### src/rtl/map_gen_pkg.sv
// Shared types and helpers for the parametrised map generator.
// The state enum, the default tap mask and seed, and the LFSR feedback function.
package map_gen_pkg;

    typedef enum logic [2:0] {
        IDLE,
        INIT,
        RUN,
        LATCH,
        DONE
    } map_state_t;

    localparam logic [7:0] DEFAULT_TAPS = 8'hB8;
    localparam logic [7:0] DEFAULT_SEED = 8'h00;

    // Returns the bit shifted into the LSB on each step: XNOR of the tapped state bits.
    // Callers zero-extend narrower registers; the extra zero bits leave the parity unchanged.
    function automatic logic lfsr_next(input logic [31:0] state, input logic [31:0] taps);
        return ~^(state & taps);
    endfunction

endpackage

### src/rtl/map_gen_lfsr.sv
// Fibonacci XNOR LFSR of generic width.
// Load has priority over step; hold freezes the register even when step is asserted.
module map_gen_lfsr
    import map_gen_pkg::*;
#(
    parameter int             W    = 8,
    parameter logic [W-1:0]   TAPS = W'(DEFAULT_TAPS),
    parameter logic [W-1:0]   SEED = W'(DEFAULT_SEED)
) (
    input  logic         clock,
    input  logic         reset,
    input  logic         load,
    input  logic         step,
    input  logic         hold,
    output logic [W-1:0] sr
);

    always_ff @(posedge clock) begin
        if (reset) begin
            sr <= '0;
        end else if (load) begin
            sr <= SEED;
        end else if (step && !hold) begin
            sr <= {sr[W-2:0], lfsr_next(32'(sr), 32'(TAPS))};
        end
    end

endmodule

### src/rtl/map_gen_param.sv
// Parametrised map generator: counts N[N_W-1:1] LFSR steps, then latches dp = {sr, N[0]}.
// Optional feature: define MAP_GEN_RETRIGGER_EN to let a start edge restart an active run.
module map_gen_param
    import map_gen_pkg::*;
#(
    parameter int               N_W  = 9,
    parameter logic [N_W-2:0]   TAPS = (N_W-1)'(DEFAULT_TAPS),
    parameter logic [N_W-2:0]   SEED = (N_W-1)'(DEFAULT_SEED)
) (
    input  logic             clock,
    input  logic             reset,
    input  logic             start,
    input  logic             hold,
    input  logic [N_W-1:0]   N,
    output logic [N_W-1:0]   dp,
    output logic             done,
    output logic             busy,
    output logic [N_W-2:0]   counter,
    output logic [N_W-2:0]   sr
);

    map_state_t state;
    map_state_t next_state;
    logic       sb0;
    logic       sb1;
    logic       start_edge;
    logic       retrigger;
    logic       load;
    logic       step;
    logic       latch;

    assign start_edge = sb0 & ~sb1;

`ifdef MAP_GEN_RETRIGGER_EN
    assign retrigger = start_edge;
`else
    assign retrigger = 1'b0;
`endif

    always_ff @(posedge clock) begin
        if (reset) begin
            state <= IDLE;
        end else begin
            state <= next_state;
        end
    end

    // A restart edge outranks hold; otherwise hold freezes RUN entirely.
    always_comb begin
        next_state = state;
        load       = 1'b0;
        step       = 1'b0;
        latch      = 1'b0;
        case (state)
            IDLE: begin
                if (start_edge) begin
                    next_state = INIT;
                end
            end
            INIT: begin
                load       = 1'b1;
                next_state = RUN;
            end
            RUN: begin
                if (retrigger) begin
                    next_state = INIT;
                end else if (counter == '0) begin
                    if (!hold) begin
                        next_state = LATCH;
                    end
                end else begin
                    step = 1'b1;
                end
            end
            LATCH: begin
                if (retrigger) begin
                    next_state = INIT;
                end else begin
                    latch      = 1'b1;
                    next_state = DONE;
                end
            end
            DONE: begin
                next_state = retrigger ? INIT : IDLE;
            end
            default: next_state = IDLE;
        endcase
    end

    always_ff @(posedge clock) begin
        if (reset) begin
            sb0     <= 1'b0;
            sb1     <= 1'b0;
            busy    <= 1'b0;
            counter <= '0;
            dp      <= '0;
            done    <= 1'b0;
        end else begin
            sb0  <= start;
            sb1  <= sb0;
            busy <= (next_state == INIT) || (next_state == RUN) || (next_state == LATCH);
            if (load) begin
                counter <= N[N_W-1:1];
                done    <= 1'b0;
            end else if (step && !hold) begin
                counter <= counter - (N_W-1)'(1);
            end
            // done rises together with dp so a consumer sees both on the same cycle.
            if (latch) begin
                dp   <= {sr, N[0]};
                done <= 1'b1;
            end
        end
    end

    map_gen_lfsr #(
        .W    (N_W-1),
        .TAPS (TAPS),
        .SEED (SEED)
    ) u_lfsr (
        .clock (clock),
        .reset (reset),
        .load  (load),
        .step  (step),
        .hold  (hold),
        .sr    (sr)
    );

endmodule

### config.mk
export PLATFORM = sky130hd
export DESIGN_NAME = map_gen_param
export DESIGN_NICKNAME = d
export VERILOG_FILES = /design/src/rtl/map_gen_pkg.sv /design/src/rtl/map_gen_lfsr.sv /design/src/rtl/map_gen_param.sv
export SDC_FILE = /design/constraint.sdc
export NUM_CORES = 1
export LEC_CHECK = 0
export ABC_AREA = 1
export CORE_ASPECT_RATIO = 0.9
export CORE_UTILIZATION = 44
export CTS_CLUSTER_DIAMETER = 50
export DETAILED_ROUTE_END_ITERATION = 16
export GPL_TIMING_DRIVEN = 0
export PLACE_DENSITY = 0.75
export SYNTH_ARGS = -nofsm -noshare
export SYNTH_HDL_FRONTEND = slang
export SYNTH_HIERARCHICAL = 1
export SYNTH_SLANG_ARGS = --single-unit
### constraint.sdc
create_clock -name clock -period 1.8 [get_ports clock]
set_clock_uncertainty 0.2 [all_clocks]
set_input_delay 0.18 -clock clock [delete_from_list [all_inputs] [get_ports clock]]
set_output_delay 0.18 -clock clock [all_outputs]
set_load 0.005 [all_outputs]
==> out/qor.yml <==
place:
  gp_congestion: 0.852
  numPortBuffers: 39
  hpwl_um: 2680
  dp_cells: 319
route:
  drtIter0Drc: 117
  wire_per_inst_um: 11.8
  viasPerCell: 4.83
  drc: 0
  vias: 1636
  top_layer_used: "met4"
  first_pass_iters: 5
  wl_um: 4010
  m1WireLength_um: 1960
  wl_met2_um: 1790
  met3WireLength_um: 190
  antenna_left: 0
yosys:
  yosysTopAreaCell: "dfxtp_1"
  ys_seq_area_share_pct: 38.4
  synth_top_area_share_pct: 38.4
  syn_area_um2: 1670
  async_flop_share_pct: 0
  syn_avg_cell_area_um2: 7.06
  synth_nets: 251
  yosys_warnings: 6
  yosys_register_bits: 32
  synth_ff_type: "dfxtp_1"
  synth_edf_count: 0
  synth_cell_type_count: 25
  synthCells: 236
  synthTopCellsByCount: "nand2_1 (55), nor2_1 (44), dfxtp_1 (32)"
  yosysMostFrequentCell: "nand2_1"
  synth_area_leaders: "dfxtp_1 (38%), nand2_1 (12%), nor2_1 (9.9%), inv_1 (5.9%), nand3_1 (5.4%)"
layout:
  nFillCells: 312
  postLayoutCoreUtil_pct: 66.5
  nets: 309
  diodes: 0
  area_delta_synth_final_pct: 39.7
  finalNonFillerCells: 339
  drive_gt1_share_pct: 22.0
worst_setup_path:
  critPathSlowestCell: "dfxtp_2"
  cp_max_fo: 5
  path_delay_family: "simple AND/OR/NAND/NOR gates"
  worstPathCellList: "inv_2 -> ha_4 -> inv_2 -> nor3_1 -> nand2_1 -> inv_2 -> nor2_1 -> inv_1 -> nor2_4 -> buf_6 -> nor2_2 -> a211oi_2"
  cpMostUsedCell: "inv_2"
  cp_slowest_stage_delay_ns: 0.35
  endpoint_kind: "register"
  cp.arrival_ns: 1.78
  required_ns: 1.80
  start_kind: "register"
  crit_type: "reg -> reg"
  path_buf_inv: 5
sta:
  fmax_mhz: 561
  worst_pin_slew_ns: 0.314
  hold_violations: 0
  period_minus_slack_ns: 1.78
  period_share_pct: 99.0
  setup_viol: 0
  relSlewSlack_pct: 79.0
  fin_hold_ws_ns: 0.211
  finalSetupTns_ns: 0
  rsz0062_at_grt: "yes"
  maxSlewViolCount: 0
min_path:
  min-delay-path-class: "in -> reg"
outcome:
  outcome: "finished, final reports clean"
floorplan:
  rows: 20
  die_w_um: 66.9
  die_area_um2: 4040
  core_region_area_um2: 3500
  io-pin-count: 40
  start_util_pct: 47.6
  die_h_um: 60.4
clock_network:
  htree_levels: 2
  clkLatencyLatePin_ns: 0.28
  cts-hold-fix-buffers: 0
  cts_buffers: 5
  cts_tree: "done"
  clock-root-buffer: "clkbuf_8"
  cts.clk_slew.worst_paths_ns: 0.06
  cts_sinks: 32
  cts_buffer_depth: 2
grt:
  grt_max_degree: 11
  grt_pass1_wl_um: 6200
  grt_pass1_vias: 1356
  grt_overflow: 0
  antenna_found_initial: 0
  grtUsageTotal_pct: 21.0
pwr:
  cellLeakagePower_nw: 1.01
  total_power_w: 0.00178
  power_density_nw_per_um2: 765
  irDropWorstVdd_v: 0.000499
run:
  max-cap-violations: 0
through the flow:
stage	instance area, um2	setup slack [ns]
after floorplan	1670	0.0464
after global placement	2110	-0.0952
after detailed placement	2110	-0.145
after CTS	2210	0.0121
after global routing	2330	-0.102
final	2330	0.0178
final timing paths:
check / slack (ns) / endpoint / start / cells past startpoint
worst max-delay path: 0.02 / u_lfsr/sr[6]$_SDFFE_PP0P_ / counter[0]$_SDFFE_PP0P_ / 12
worst min-delay path: 0.21 / sb0$_SDFF_PP0_ / start / 3
worst max register to register: 0.02 / u_lfsr/sr[6]$_SDFFE_PP0P_ / counter[0]$_SDFFE_PP0P_ / 12
worst min register to register: 0.24 / sb1$_SDFF_PP0_ / sb0$_SDFF_PP0_ / 2
layer usage:
layer	GRT usage, %	vias up
li1	-	856
met1	28.7	735
met2	31.0	39
met3	5.08	6
met4	10.9	0
met5	0	-
cell type report:
| cell class | count | area [um2] | area share, % |
|---|---|---|---|
| multi-input cells | 168 | 882 | 37.9 |
| well taps | 44 | 55.1 | 2.36 |
| flip-flops and latches | 32 | 644 | 27.7 |
| repair buffers | 50 | 477 | 20.5 |
| inverters | 32 | 130 | 5.59 |
| clock buffers | 8 | 90.1 | 3.87 |
| plain buffers | 5 | 50.0 | 2.15 |
report_power, final:
group | switching (W) | total, W | internal, W | leakage, nW
logic | 0.000227 | 0.000446 | 0.000219 | 0.708
registers | 0.0000327 | 0.000772 | 0.000739 | 0.261
clock network | 0.000251 | 0.000563 | 0.000311 | 0.0455
total | 0.000512 | 0.00178 | 0.00127 | 1.01
worst register-to-register path, stage by stage, from the launching register on:
cell,delay [ns]
dfxtp_2,0.35
inv_2,0.06
ha_4,0.15
inv_2,0.04
nor3_1,0.03
nand2_1,0.12
inv_2,0.05
nor2_1,0.09
inv_1,0.07
nor2_4,0.17
buf_6,0.14
nor2_2,0.04
a211oi_2,0.19
state kept, by name, indices dropped and copies added (netlist names):
signal	flops
u_lfsr/sr	8
counter	8
busy	1
sb0	1
sb1	1
dp	9
state	3
done	1
cells in the final DEF, fill, tap and decap left out, drive strengths merged:
master and instances:
clkdlybuf4s50 39, clkbuf 8, nand2 58, a211oi 4
nor3 2, ha 2, or2 1, buf 16
nor2 56, nand3 21, a21oi 7, a31oi 1
dfxtp 32, nand4 2, o21ai 14, inv 32
kinds of logic after synthesis:
family / after synthesis / synth area share (%)
AND/OR/NAND/NOR: 139 / 39.0
buffers and inverters: 37 / 10.5
flip-flops: 32 / 38.4
AO/OA/AOI/OAI: 26 / 10.5
adder cells (fa/ha/maj): 2 / 1.50
repair_timing:
action / in CTS / in global routing
setup buffers: 1 / 9
setup endpoints to repair: 8 / 10
pin swaps: 1 / 9
hold endpoints to repair: 0 / 0
cloned: 0 / 2
resized for setup: 2 / 15
(Power assumes the default switching activity.)
